==> src/rtl/digit_scan_ctrl.sv <==
// Time-multiplexed scan sequencer for an 8-position active-low display bank.
// Optional anti-ghost blanking between positions: define SCAN_BLANK_EN.
module digit_scan_ctrl #(
  parameter int CLK_DIV      = 50000,
  parameter int BLANK_CYCLES = 16
) (
  input  logic       clk,
  input  logic       rst_n,
  input  logic       en,
  input  logic [7:0] digit_mask,
  output logic [2:0] sel,
  output logic [7:0] sel_n,
  output logic       frame_done
);

  localparam int MAXC = (CLK_DIV > BLANK_CYCLES)
                      ? CLK_DIV : BLANK_CYCLES;
  localparam int CW = $clog2(MAXC);

  localparam logic [CW-1:0] DWELL_END = CW'(CLK_DIV - 1);
`ifdef SCAN_BLANK_EN
  localparam logic [CW-1:0] BLANK_END = CW'(BLANK_CYCLES - 1);
`endif

  typedef enum logic [1:0] {
`ifdef SCAN_BLANK_EN
    BLANK,
`endif
    IDLE,
    SCAN
  } state_t;

  state_t          state, state_d;
  logic [CW-1:0]   cnt, cnt_d;
  logic [2:0]      sel_d;
  logic [7:0]      sel_n_d;
  logic            fd_d;
  logic [2:0]      nxt;
  logic            load;
  logic            go_idle;

  function automatic logic [2:0] lowest(input logic [7:0] m);
    logic [2:0] r;
    r = '0;
    for (int i = 7; i >= 0; i--) begin
      if (m[i]) r = 3'(i);
    end
    return r;
  endfunction

  // Rotate so bit 0 is cur+1; the lowest set bit is the wrap-around search.
  function automatic logic [2:0] next_pos(
    input logic [2:0] cur,
    input logic [7:0] m
  );
    logic [15:0] dbl;
    logic [7:0]  rot;
    dbl = {m, m};
    rot = 8'(dbl >> (4'(cur) + 4'd1));
    return cur + 3'd1 + lowest(rot);
  endfunction

  function automatic logic [7:0] dec_n(input logic [2:0] p);
    return ~(8'b1 << p);
  endfunction

  always_ff @(posedge clk or negedge rst_n) begin
    if (!rst_n) begin
      state      <= IDLE;
      cnt        <= '0;
      sel        <= 3'd0;
      sel_n      <= 8'hFF;
      frame_done <= 1'b0;
    end else begin
      state      <= state_d;
      cnt        <= cnt_d;
      sel        <= sel_d;
      sel_n      <= sel_n_d;
      frame_done <= fd_d;
    end
  end

  always_comb begin
    state_d = state;
    cnt_d   = cnt;
    sel_d   = sel;
    sel_n_d = sel_n;
    fd_d    = 1'b0;
    load    = 1'b0;
    go_idle = 1'b0;
    nxt     = next_pos(sel, digit_mask);

    if (!en) begin
      go_idle = 1'b1;
    end else begin
      case (state)
        IDLE: begin
          if (|digit_mask) begin
            state_d = SCAN;
            sel_d   = lowest(digit_mask);
            sel_n_d = dec_n(lowest(digit_mask));
            cnt_d   = '0;
          end
        end
        SCAN: begin
          if (cnt == DWELL_END) begin
`ifdef SCAN_BLANK_EN
            state_d = BLANK;
            sel_n_d = 8'hFF;
            cnt_d   = '0;
`else
            load    = 1'b1;
`endif
          end else begin
            cnt_d = cnt + CW'(1);
          end
        end
`ifdef SCAN_BLANK_EN
        BLANK: begin
          if (cnt == BLANK_END) load = 1'b1;
          else cnt_d = cnt + CW'(1);
        end
`endif
        default: go_idle = 1'b1;
      endcase
    end

    // The mask is only looked at here, so mid-dwell edits never cut a dwell.
    if (load) begin
      if (|digit_mask) begin
        state_d = SCAN;
        sel_d   = nxt;
        sel_n_d = dec_n(nxt);
        cnt_d   = '0;
        fd_d    = (nxt <= sel);
      end else begin
        go_idle = 1'b1;
      end
    end

    if (go_idle) begin
      state_d = IDLE;
      cnt_d   = '0;
      sel_d   = 3'd0;
      sel_n_d = 8'hFF;
      fd_d    = 1'b0;
    end
  end

endmodule

==> config.mk <==
export PLATFORM = sky130hd
export DESIGN_NAME = digit_scan_ctrl
export DESIGN_NICKNAME = d
export VERILOG_FILES = /design/src/rtl/digit_scan_ctrl.sv
export SDC_FILE = /design/constraint.sdc
export NUM_CORES = 1
export LEC_CHECK = 0
export ABC_AREA = 1
export BUFFER_PORTS_ARGS = -buffer_cell sky130_fd_sc_hd__buf_2
export CAP_MARGIN = 10
export CELL_PAD_IN_SITES_DETAIL_PLACEMENT = 2
export CELL_PAD_IN_SITES_GLOBAL_PLACEMENT = 2
export CORE_ASPECT_RATIO = 0.9
export CORE_MARGIN = 4
export CORE_UTILIZATION = 34
export DETAILED_ROUTE_END_ITERATION = 7
export PLACE_DENSITY = 0.81
export SLEW_MARGIN = 10
export SYNTH_ARGS = -nofsm -noshare
export SYNTH_HDL_FRONTEND = slang
export SYNTH_SLANG_ARGS = --single-unit
export TNS_END_PERCENT = 5
==> constraint.sdc <==
create_clock -name clk -period 3.44 [get_ports clk]
set_input_delay 0.172 -clock clk [delete_from_list [all_inputs] [get_ports clk]]
set_output_delay 0.172 -clock clk [all_outputs]
set_load 0.005 [all_outputs]
==> results_tabular.tex, run 1 <==
\begin{tabular}{lr}
\hline
Metric & Value \\
\hline
\multicolumn{2}{l}{\textbf{Outcome}} \\
Status & finished with violations \\
Violated checks & negative setup slack \\
\multicolumn{2}{l}{\textbf{Critical path}} \\
Critical-path top delay cell & sky130\_fd\_sc\_hd\_\_dfrtp\_2 \\
Worst stage delay on the critical path & 0.47 ns \\
Logic depth of the worst setup path including buffers & 23 \\
Biggest fanout along the worst timing path & 5 \\
Critical path data required time & 3.66 ns \\
FF-to-FF Start & sel[0] \\
Data arrival time of the worst path & 3.68 ns \\
Cell breakdown of the critical path & buf\_6, nand2\_1, nand3\_1, nand3\_1, nand2\_2, inv\_1, nand2\_1, nand2\_1, nand2\_1, nand2\_1, nand2\_2, ha\_2, fa\_2, xor2\_4, inv\_2, nand3\_4, nand2\_4, inv\_2, ha\_4, nand2\_2, a21oi\_2, o21ai\_1, a21oi\_1 \\
Most common cell type on the critical path & sky130\_fd\_sc\_hd\_\_nand2\_1 \\
Critical path class & flip-flop to flip-flop \\
Logic depth of the worst register-to-register path & 23 \\
Startpoint class of the critical path & flip-flop \\
Reg2reg end & frame\_done \\
Family with the most delay on the worst path & simple AND/OR/NAND/NOR gates \\
Register-to-register setup slack & -0.02 ns \\
Endpoint type of the worst setup path & flip-flop \\
Critical path buffer and inverter count & 4 \\
\multicolumn{2}{l}{\textbf{Global route}} \\
Antenna violations before repair & 0 \\
Maximum number of pins on one net before global-route repair & 31 \\
Remaining Overflow, GRT & 0 \\
First-pass GRT wire length & 16300 um \\
Vias in the first global route & 3091 \\
Tot GR Track Use & 22.5\% \\
\multicolumn{2}{l}{\textbf{Clock network}} \\
Num CTS Buffers & 5 \\
Clk pin slew, worst setup/hold paths & 0.08 ns \\
TritonCTS clock tree & built \\
Clock latency of the later-clocked register in the worst-skew pair & 0.30 ns \\
Sinks on Clock Net & 30 \\
CTS HTree Levels & 2 \\
Clock Root Buffer & sky130\_fd\_sc\_hd\_\_clkbuf\_8 \\
Maximum clock insertion buffer count & 2 \\
\multicolumn{2}{l}{\textbf{Route}} \\
Met2 Routed Length & 5860 um \\
Antenna-violating nets left & 0 \\
Detailed-router iteration count before antenna repair & 4 \\
Final routed DRC violation total & 0 \\
Post-Route WL & 11600 um \\
Uppermost metal layer occupied by signal nets & met4 \\
Starting DRT DRC Count & 130 \\
Routed length per instance & 22.6 um \\
Met3 routed wirelength & 393 um \\
Via density & 5.59 \\
Total vias in the final route & 2866 \\
Met1 Wirelength & 5090 um \\
\multicolumn{2}{l}{\textbf{Placement}} \\
Pre-CTS worst setup slack & -0.168 ns \\
Routability-driven placement congestion ratio & 0.839 \\
Final HPWL from detailed placement & 7320 um \\
Standard cell area after detailed placement & 2820 um\^{}2 \\
I/O Buffers & 22 \\
\multicolumn{2}{l}{\textbf{Yosys}} \\
Area leader, netlist & sky130\_fd\_sc\_hd\_\_dfrtp\_1 \\
Most instantiated library cell after synthesis & sky130\_fd\_sc\_hd\_\_nand2\_1 \\
Netlist area before placement & 2620 um\^{}2 \\
Number of enable-type register cells in the synthesized netlist & 0 \\
Biggest area contributors in the synthesized netlist & sky130\_fd\_sc\_hd\_\_dfrtp\_1 (21\%), sky130\_fd\_sc\_hd\_\_nand2\_1 (11\%), sky130\_fd\_sc\_hd\_\_nand3\_1 (8.2\%), sky130\_fd\_sc\_hd\_\_dfstp\_2 (8.0\%), sky130\_fd\_sc\_hd\_\_inv\_1 (6.2\%) \\
Share of the yosys chip area belonging to registers & 29.0\% \\
Net count after synthesis & 390 \\
Synthesized instance count & 373 \\
Top-area cell type share of the netlist area & 21.0\% \\
Main flop type after synthesis & sky130\_fd\_sc\_hd\_\_dfrtp\_1 \\
Synth async-reset ratio & 100\% \\
Synthesized area per cell & 7.03 um\^{}2 \\
Top cell types by occurrence after synthesis & sky130\_fd\_sc\_hd\_\_nand2\_1 (78), sky130\_fd\_sc\_hd\_\_inv\_1 (43), sky130\_fd\_sc\_hd\_\_nand3\_1 (43) \\
Seq cells post-synth & 30 \\
Yosys warns & 0 \\
Number of distinct library cells after synthesis & 39 \\
\multicolumn{2}{l}{\textbf{Floorplan}} \\
Die Area & 9180 um\^{}2 \\
Height of the die & 91.3 um \\
Horizontal extent of the die & 101 um \\
Core box area & 7510 um\^{}2 \\
Starting utilization of the core area & 34.9\% \\
Number of rows created at floorplan & 30 \\
Number of placed I/O pins & 23 \\
\multicolumn{2}{l}{\textbf{Power}} \\
Worst vdd ir & 0.000193 V \\
Ratio of total power to cell area & 333 nW/um\^{}2 \\
Leakage & 0.00141 uW \\
\multicolumn{2}{l}{\textbf{Hold path}} \\
Hold Path Depth & 2 \\
Hold endpoint & cnt[9] \\
Class of the tightest hold or removal check & input pin to flip-flop \\
Worst hold start & en \\
\multicolumn{2}{l}{\textbf{Finish}} \\
Layout cells sized above 1 & 31.9\% \\
Fill cell count & 899 \\
Antenna cells & 0 \\
Layout-stage area growth over the synthesis result & 20.7\% \\
Net total in the final layout & 433 \\
Final std cell area, no fill & 3160 um\^{}2 \\
\multicolumn{2}{l}{\textbf{Timing}} \\
Minimum period implied by the final worst setup slack & 3.46 ns \\
Worst-margin pin slew & 0.721 ns \\
Maximum clock frequency & 289 MHz \\
Hold Worst Slack & 0.178 ns \\
Sum of negative setup slack & -0.0224 ns \\
Max-slew violation count & 0 \\
Final number of hold-violating endpoints & 0 \\
Worst slew slack as a fraction of its limit & 51.9\% \\
Worst setup skew after layout & 0.0138 ns \\
Final setup viols & 1 \\
Final WS setup & -0.0224 ns \\
Fin crit share & 101\% \\
\multicolumn{2}{l}{\textbf{Flow run}} \\
MaxCap Viol Count & 0 \\
\hline
\end{tabular}
==> report_power, final <==
part / total, uW / switching, uW / internal, uW
clock: 370 / 156 / 213
sequential: 385 / 17.3 / 368
combinational: 298 / 199 / 99.5
==> metrics by stage <==
| stage | instances | power [uW] | utilization (%) |
|---|---|---|---|
| 6_report | 513 | 1050 | 42.2 |
| 5_1_grt | 513 | 1100 | 42.2 |
| 4_1_cts | 505 | 1010 | 40.1 |
| 3_5_place_dp | 489 | 623 | 37.5 |
| 3_3_place_gp | 489 | 607 | 37.5 |
| 2_1_floorplan | 373 | 543 | - |
==> layout make-up <==
class	count	area, um^2	share of cell area, %
Clock inverter	3	40.0	1.27
Tap cell	96	120	3.80
Multi-Input combinational cell	285	1700	53.7
Sequential cell	30	762	24.1
Clock buffer	5	68.8	2.17
Inverter	52	204	6.45
Timing Repair Buffer	42	270	8.54
==> repair_timing <==
| item | CTS | global route |
|---|---|---|
| pin swaps | 1 | 8 |
| endpoints found under the setup margin | 1 | 1 |
| resized for setup | 6 | 27 |
| hold endpoints to repair | 22 | 0 |
| buffers inserted | 6 | 8 |
| hold buffers | 1 | 0 |
| cloned | 1 | 0 |
==> cells in the final DEF (no fill, tap or decap), types with 2 or more instances in the layout <==
cell | Yosys | final
sky130_fd_sc_hd__nor4_1 | 3 | 3
sky130_fd_sc_hd__a21oi_2 | 4 | 6
sky130_fd_sc_hd__xor2_1 | 6 | 5
sky130_fd_sc_hd__nor2_4 | 4 | 4
sky130_fd_sc_hd__nor3_1 | 10 | 10
sky130_fd_sc_hd__a21oi_1 | 20 | 18
sky130_fd_sc_hd__nand2_2 | 10 | 21
sky130_fd_sc_hd__nand4_1 | 8 | 8
sky130_fd_sc_hd__o21ai_1 | 2 | 3
sky130_fd_sc_hd__nand2_1 | 78 | 67
sky130_fd_sc_hd__nand3_2 | 11 | 15
sky130_fd_sc_hd__ha_1 | 5 | 3
sky130_fd_sc_hd__nor2_1 | 32 | 32
sky130_fd_sc_hd__inv_1 | 43 | 42
sky130_fd_sc_hd__o211ai_1 | 5 | 5
sky130_fd_sc_hd__nand3_1 | 43 | 38
sky130_fd_sc_hd__buf_6 | 3 | 2
sky130_fd_sc_hd__o21a_1 | 2 | 2
sky130_fd_sc_hd__clkinv_2 | 1 | 3
sky130_fd_sc_hd__dfrtp_1 | 22 | 21
sky130_fd_sc_hd__inv_2 | 6 | 7
sky130_fd_sc_hd__dfstp_2 | 8 | 8
sky130_fd_sc_hd__buf_2 | 1 | 22
sky130_fd_sc_hd__buf_4 | 1 | 17
sky130_fd_sc_hd__a31oi_1 | 3 | 3
sky130_fd_sc_hd__nor2_2 | 3 | 3
sky130_fd_sc_hd__nand2_4 | 10 | 10
sky130_fd_sc_hd__clkbuf_8 | 0 | 5
sky130_fd_sc_hd__o21ai_0 | 18 | 17
==> sequential cells by signal, indices dropped and copies added, names as in the netlist <==
signal	count
cnt	16
sel_n	8
sel	3
frame_done	1
state	2
==> how the worst max path moves through the flow <==
| stage | startpoint | endpoint |
|---|---|---|
| floorplan | sel[0] | frame_done |
| global placement | sel[0] | frame_done |
| detailed placement | sel[0] | frame_done |
| CTS | sel[0] | frame_done |
| global route | sel[0] | frame_done |
| finish | sel[0] | frame_done |
==> metal layers <==
metal	vias to the layer above	GRT usage, %
met5	-	0
met4	0	4.71
met3	24	3.38
met2	57	38.1
met1	1469	30.2
li1	1316	-
==> kinds of logic (layout without fill, tap and decap cells) <==
logic type	count (synthesis)	count (layout)	synth area share, %
DFF	30	30	29.0
and+or+nand+nor	214	214	42.5
other	1	1	0.143
AOI/OAI and AO/OA	58	58	13.0
xor gates and xnor gates	6	6	2.00
buffers and inverters	58	102	10.1
adders and majority gates	6	6	3.15
Note: power is estimated with default switching activity, not from simulation.
==> inputs of run 2 (changes only) <==
BUFFER_PORTS_ARGS = unset   (was -buffer_cell sky130_fd_sc_hd__buf_2)
CORE_UTILIZATION = 36   (was 34)
DONT_BUFFER_PORTS = 1   (was unset)
PLACE_DENSITY = 0.8   (was 0.81)
clock period = 3.9 ns   (was 3.44 ns; I/O delays follow)
==> run 2 against run 1 <==
Net effect: the run now ends clean; sequential cell count unchanged; first-iteration DRC count is 70% lower; utilization down 1.8 points; final area fell by 9.7%; hold slack gained 0.021 ns; register-to-register slack improved by 0.44 ns.
==> results_tabular.tex, run 2 (synthesis results as in run 1) <==
\begin{tabular}{lr}
\hline
Metric & Value \\
\hline
\multicolumn{2}{l}{\textbf{Timing}} \\
RSZ-0062 raised after global routing & no \\
Worst-margin pin slew & 0.543 ns \\
Final setup viols & 0 \\
Sum of negative setup slack & 0 ns \\
Maximum clock frequency & 287 MHz \\
Worst slew slack as a fraction of its limit & 63.6\% \\
Final number of hold-violating endpoints & 0 \\
Hold Worst Slack & 0.199 ns \\
Worst setup skew after layout & 0.00590 ns \\
Max-slew violation count & 0 \\
Minimum period implied by the final worst setup slack & 3.48 ns \\
Fin crit share & 89.4\% \\
\multicolumn{2}{l}{\textbf{Floorplan}} \\
Number of rows created at floorplan & 29 \\
Starting utilization of the core area & 37.0\% \\
Height of the die & 89.0 um \\
Horizontal extent of the die & 97.9 um \\
Core box area & 7080 um\^{}2 \\
Number of placed I/O pins & 23 \\
Die Area & 8710 um\^{}2 \\
\multicolumn{2}{l}{\textbf{Finish}} \\
Commonest cells after routing, fill and taps aside & sky130\_fd\_sc\_hd\_\_nand2\_1 (78), sky130\_fd\_sc\_hd\_\_inv\_1 (43), sky130\_fd\_sc\_hd\_\_nand3\_1 (43) \\
Registers with the highest flip-flop counts & cnt: 16 flops, sel\_n: 8 flops, sel: 3 flops \\
Antenna cells & 0 \\
Post-route non-filler standard cell count & 477 \\
Net total in the final layout & 400 \\
Layout-stage area growth over the synthesis result & 9.02\% \\
Most common library cell in the layout ignoring fill and taps & sky130\_fd\_sc\_hd\_\_nand2\_1 \\
Register ranked first by flip-flop count & cnt \\
Flip-flop count of the largest register, all copies and words added & 16 \\
Layout cells sized above 1 & 19.8\% \\
\multicolumn{2}{l}{\textbf{Route}} \\
Post-Route WL & 8900 um \\
Detailed-router iteration count before antenna repair & 5 \\
Antenna-violating nets left & 0 \\
Via density & 5.50 \\
Routed length per instance & 18.7 um \\
Starting DRT DRC Count & 39 \\
Final routed DRC violation total & 0 \\
Total vias in the final route & 2625 \\
\multicolumn{2}{l}{\textbf{Clock network}} \\
Clock latency of the later-clocked register in the worst-skew pair & 0.29 ns \\
CTS HTree Levels & 2 \\
Clk pin slew, worst setup/hold paths & 0.07 ns \\
Clock Root Buffer & sky130\_fd\_sc\_hd\_\_clkbuf\_8 \\
Maximum clock insertion buffer count & 2 \\
Num CTS Buffers & 5 \\
TritonCTS clock tree & built \\
Sinks on Clock Net & 30 \\
\multicolumn{2}{l}{\textbf{Critical path}} \\
Reg2reg end & frame\_done \\
Critical path class & flip-flop to flip-flop \\
Startpoint class of the critical path & flip-flop \\
Biggest fanout along the worst timing path & 8 \\
Data arrival time of the worst path & 3.70 ns \\
Critical path data required time & 4.11 ns \\
FF-to-FF Start & sel[0] \\
Logic depth of the worst register-to-register path & 23 \\
Endpoint type of the worst setup path & flip-flop \\
Register-to-register setup slack & 0.42 ns \\
\multicolumn{2}{l}{\textbf{Hold path}} \\
Hold endpoint & sel[0] \\
Worst hold start & en \\
Hold Path Depth & 3 \\
Class of the tightest hold or removal check & input pin to flip-flop \\
\multicolumn{2}{l}{\textbf{Placement}} \\
Routability-driven placement congestion ratio & 0.850 \\
I/O Buffers & 0 \\
Final HPWL from detailed placement & 6840 um \\
Cell count after placement & 463 \\
\multicolumn{2}{l}{\textbf{Global route}} \\
Vias in the first global route & 2754 \\
Antenna violations before repair & 0 \\
Maximum number of pins on one net before global-route repair & 31 \\
Tot GR Track Use & 21.5\% \\
Remaining Overflow, GRT & 0 \\
First-pass GRT wire length & 14700 um \\
\multicolumn{2}{l}{\textbf{Power}} \\
Leakage & 0.00126 uW \\
Post-route total power & 813 uW \\
Worst vdd ir & 0.000118 V \\
Ratio of total power to cell area & 284 nW/um\^{}2 \\
\multicolumn{2}{l}{\textbf{Flow run}} \\
MaxCap Viol Count & 0 \\
\multicolumn{2}{l}{\textbf{Outcome}} \\
Status & finished clean \\
\hline
\end{tabular}
==> run 2: cell type report <==
type	instances	area (um^2)
clock buffer	6	82.6
timing repair buffer	9	85.1
inverter	52	204
multi-input combinational	285	1600
sequential	30	762
tap	93	116
clock inverter	2	12.5
fill	874	4220
==> run 2: what timing repair did <==
item,4_1_cts,5_1_grt
gates resized for setup,0,4
hold buffers,3,0
setup endpoints to repair,0,1
endpoints found under the hold margin,33,0
buffers inserted,0,3
==> run 2: worst max-delay path by stage <==
stage | startpoint | end | slack, ns | cells after the start
after floorplan | sel[0] | frame_done | 0.76 | 26
after global placement | sel[0] | frame_done | 0.45 | 24
after detailed placement | sel[0] | frame_done | 0.22 | 24
after CTS | sel[0] | frame_done | 0.19 | 24
after global routing | sel[0] | frame_done | 0.04 | 24
final | sel[0] | frame_done | 0.42 | 23
==> run 2: worst max-delay path, stage by stage (launching register included) <==
cell	delay, ns
sky130_fd_sc_hd__dfrtp_2	0.51
sky130_fd_sc_hd__buf_4	0.20
sky130_fd_sc_hd__nand2_1	0.08
sky130_fd_sc_hd__nand3_1	0.12
sky130_fd_sc_hd__nand3_1	0.09
sky130_fd_sc_hd__nand2_1	0.11
sky130_fd_sc_hd__inv_1	0.05
sky130_fd_sc_hd__nand2_1	0.06
sky130_fd_sc_hd__nand2_1	0.05
sky130_fd_sc_hd__nand2_1	0.05
sky130_fd_sc_hd__nand2_1	0.04
sky130_fd_sc_hd__nand2_1	0.05
sky130_fd_sc_hd__nand2_1	0.07
sky130_fd_sc_hd__ha_1	0.20
sky130_fd_sc_hd__fa_1	0.38
sky130_fd_sc_hd__xor2_1	0.30
sky130_fd_sc_hd__inv_1	0.09
sky130_fd_sc_hd__nand3_2	0.16
sky130_fd_sc_hd__nand2_4	0.08
sky130_fd_sc_hd__inv_2	0.06
sky130_fd_sc_hd__ha_1	0.23
sky130_fd_sc_hd__a21oi_1	0.15
sky130_fd_sc_hd__o21ai_0	0.13
sky130_fd_sc_hd__a21oi_1	0.15
==> run 2: power breakdown <==
part | internal [uW] | switching (uW) | total, uW
clock network | 142 | 134 | 276
logic | 65.6 | 131 | 197
registers | 324 | 15.6 | 340
total | 532 | 281 | 813
==> run 2: metal layers <==
layer | wire (um) | global-route usage (%) | share of wire (%)
met3 | 495 | 4.84 | 5.6
met2 | 3920 | 33.1 | 44
met4 | 49 | 5.53 | 0.55
met5 | 0 | 0 | 0
met1 | 4440 | 30.8 | 50
==> run 2: per-stage QoR <==
| stage | util [%] | worst slack, ns | area (um^2) |
|---|---|---|---|
| CTS | 40.0 | 0.187 | 2830 |
| floorplan | - | 0.763 | 2620 |
| global placement | 38.1 | 0.452 | 2690 |
| global route | 40.4 | 0.0380 | 2860 |
| detailed placement | 38.1 | 0.221 | 2690 |
| finish | 40.4 | 0.415 | 2860 |
==> inputs of run 3 (changes only) <==
CORE_ASPECT_RATIO = 1.75   (was 0.9)
PLACE_DENSITY = unset   (was 0.8)
PLACE_DENSITY_LB_ADDON = 0.1   (was unset)
==> run 3 against run 2 <==
Net effect: utilization up 1.7 points; combinational power decreased by 3%; routed wire length is 8.4% higher; largest cell class unchanged; critical endpoint unchanged; clock power grew 92%; largest power group is now clock; final cell count fell by 2.3%; highest routed layer unchanged.
==> results_tabular.tex, run 3 (synthesis results as in run 1) <==
\begin{tabular}{lr}
\hline
Metric & Value \\
\hline
\multicolumn{2}{l}{\textbf{Outcome}} \\
Status & finished clean \\
\multicolumn{2}{l}{\textbf{Clock network}} \\
Clk pin slew, worst setup/hold paths & 0.05 ns \\
Clock Root Buffer & sky130\_fd\_sc\_hd\_\_clkbuf\_16 \\
Num CTS Buffers & 5 \\
TritonCTS clock tree & built \\
Clock latency of the later-clocked register in the worst-skew pair & 0.28 ns \\
Maximum clock insertion buffer count & 2 \\
Sinks on Clock Net & 30 \\
Setup bufs post-CTS & 0 \\
CTS HTree Levels & 2 \\
\multicolumn{2}{l}{\textbf{Timing}} \\
RSZ-0062 raised after global routing & no \\
Fin crit share & 89.6\% \\
Worst setup skew after layout & 0.00416 ns \\
Worst-margin pin slew & 0.566 ns \\
Minimum period implied by the final worst setup slack & 3.50 ns \\
Hold Worst Slack & 0.0181 ns \\
Sum of negative setup slack & 0 ns \\
Final number of hold-violating endpoints & 0 \\
Worst slew slack as a fraction of its limit & 62.1\% \\
Max-slew violation count & 0 \\
Final setup viols & 0 \\
Maximum clock frequency & 286 MHz \\
\multicolumn{2}{l}{\textbf{Finish}} \\
Layout-stage area growth over the synthesis result & 11.7\% \\
Fill cell count & 867 \\
Share of the core filled with cells & 42.1\% \\
Area of the multi-input gates & 1600 um\^{}2 \\
Sequential cell area & 761 um\^{}2 \\
Registers with the highest flip-flop counts & cnt: 16 flops, sel\_n: 8 flops, sel: 3 flops \\
Most common library cell in the layout ignoring fill and taps & sky130\_fd\_sc\_hd\_\_nand2\_1 \\
Layout cells sized above 1 & 19.1\% \\
Flip-flop count of the largest register, all copies and words added & 16 \\
Commonest cells after routing, fill and taps aside & sky130\_fd\_sc\_hd\_\_nand2\_1 (78), sky130\_fd\_sc\_hd\_\_inv\_1 (43), sky130\_fd\_sc\_hd\_\_nand3\_1 (43) \\
Net total in the final layout & 398 \\
Antenna cells & 0 \\
Register ranked first by flip-flop count & cnt \\
\multicolumn{2}{l}{\textbf{Route}} \\
Detailed-router iteration count before antenna repair & 4 \\
Routed length per instance & 20.7 um \\
Antenna-violating nets left & 0 \\
Total vias in the final route & 2594 \\
Final routed DRC violation total & 0 \\
Starting DRT DRC Count & 88 \\
Via density & 5.57 \\
Post-Route WL & 9650 um \\
\multicolumn{2}{l}{\textbf{Floorplan}} \\
Number of placed I/O pins & 23 \\
Core box area & 6960 um\^{}2 \\
Horizontal extent of the die & 72.5 um \\
Number of rows created at floorplan & 40 \\
Die Area & 8760 um\^{}2 \\
Starting utilization of the core area & 37.7\% \\
Height of the die & 121 um \\
\multicolumn{2}{l}{\textbf{Global route}} \\
Maximum number of pins on one net before global-route repair & 31 \\
Antenna violations before repair & 0 \\
Vias in the first global route & 2977 \\
Remaining Overflow, GRT & 0 \\
Tot GR Track Use & 24.3\% \\
First-pass GRT wire length & 16000 um \\
\multicolumn{2}{l}{\textbf{Critical path}} \\
Critical path data required time & 4.11 ns \\
Startpoint class of the critical path & flip-flop \\
Critical path class & flip-flop to flip-flop \\
Biggest fanout along the worst timing path & 11 \\
Endpoint type of the worst setup path & flip-flop \\
Data arrival time of the worst path & 3.70 ns \\
\multicolumn{2}{l}{\textbf{Power}} \\
Worst vdd ir & 0.000143 V \\
Post-route total power & 1060 uW \\
Ratio of total power to cell area & 363 nW/um\^{}2 \\
Leakage & 0.00130 uW \\
\multicolumn{2}{l}{\textbf{Placement}} \\
Final HPWL from detailed placement & 7700 um \\
Routability-driven placement congestion ratio & 0.843 \\
I/O Buffers & 0 \\
\multicolumn{2}{l}{\textbf{Hold path}} \\
Class of the tightest hold or removal check & input pin to flip-flop \\
\multicolumn{2}{l}{\textbf{Flow run}} \\
MaxCap Viol Count & 0 \\
\hline
\end{tabular}
[run 3: changes by cell type in the layout (fill, tap and decap cells not counted)]
cell and change:
sky130_fd_sc_hd__clkbuf_16 +5, sky130_fd_sc_hd__clkbuf_8 -5, sky130_fd_sc_hd__buf_4 -2, sky130_fd_sc_hd__bufinv_16 +2, sky130_fd_sc_hd__clkinv_2 -1, sky130_fd_sc_hd__clkinvlp_4 -1
sky130_fd_sc_hd__dfrtp_1 +1, sky130_fd_sc_hd__dfrtp_2 -1, sky130_fd_sc_hd__inv_4 +1, sky130_fd_sc_hd__inv_8 -1
[run 3: metal layers]
layer	part of all wire (%)	wire length (um)	up-vias	GRT usage [%]
li1	-	-	1249	-
met1	34	3260	1299	22.8
met2	62	5940	25	49.8
met3	1.4	134	21	2.32
met4	3.3	314	0	10.7
met5	0	0	-	0
[run 3: layout make-up]
cell class                      instances  area share [%]
Clock buffer                            6            4.74
Clock inverter                          2            2.05
Inverter                               52            6.79
Multi-Input combinational cell        285            54.5
Sequential cell                        30            26.0
Tap cell                               84            3.59
Timing Repair Buffer                    7            2.39
[run 3: repair_timing]
item,4_1_cts,5_1_grt
resized for setup,0,0
hold endpoints to repair,31,0
hold buffers,3,0
[run 3: worst paths after layout]
kind / from / end / cells past startpoint / slack, ns
worst max register to register: sel[0] / frame_done / 24 / 0.40
worst min register to register: sel_n[0] / sel_n[0] / 2 / 0.60
max in group asynchronous: rst_n / sel_n[0] / 2 / 3.28
worst max-delay path: sel[0] / frame_done / 24 / 0.40
worst min-delay path: en / cnt[12] / 1 / 0.02
min in group asynchronous: rst_n / cnt[11] / 2 / 0.36
[run 3: through the flow]
| step | cell area [um^2] | setup slack (ns) | cells |
|---|---|---|---|
| after detailed placement | 2690 | 0.397 | 455 |
| after CTS | 2930 | 0.387 | 466 |
| final | 2930 | 0.404 | 466 |
| after global routing | 2930 | 0.0477 | 466 |
| after floorplan | 2620 | 0.763 | 373 |
| after global placement | 2690 | 0.575 | 455 |
[run 3: worst max-delay path, cell delays in order, from the launching register on]
cell and delay, ns:
sky130_fd_sc_hd__dfrtp_1 0.48, sky130_fd_sc_hd__inv_4 0.25, sky130_fd_sc_hd__nand2_1 0.12, sky130_fd_sc_hd__nand3_1 0.10
sky130_fd_sc_hd__nand3_1 0.08, sky130_fd_sc_hd__nand2_1 0.10, sky130_fd_sc_hd__nand3_1 0.08, sky130_fd_sc_hd__nand2_1 0.06
sky130_fd_sc_hd__nand2_1 0.05, sky130_fd_sc_hd__nand2_1 0.05, sky130_fd_sc_hd__nand2_1 0.05, sky130_fd_sc_hd__nand2_1 0.05
sky130_fd_sc_hd__nand2_1 0.06, sky130_fd_sc_hd__ha_1 0.19, sky130_fd_sc_hd__fa_1 0.38, sky130_fd_sc_hd__xor2_1 0.19
sky130_fd_sc_hd__inv_1 0.08, sky130_fd_sc_hd__nand3_2 0.14, sky130_fd_sc_hd__nand2_4 0.16, sky130_fd_sc_hd__inv_2 0.04
sky130_fd_sc_hd__ha_1 0.28, sky130_fd_sc_hd__nand2_1 0.06, sky130_fd_sc_hd__a21oi_1 0.11, sky130_fd_sc_hd__o21ai_0 0.10
sky130_fd_sc_hd__a21oi_1 0.14
[run 3: report_power, final]
group	internal (uW)	total, uW	leakage, uW	switching, uW
logic	61.6	192	0.000827	131
clock network	383	531	0.0000971	148
registers	325	340	0.000380	15.1
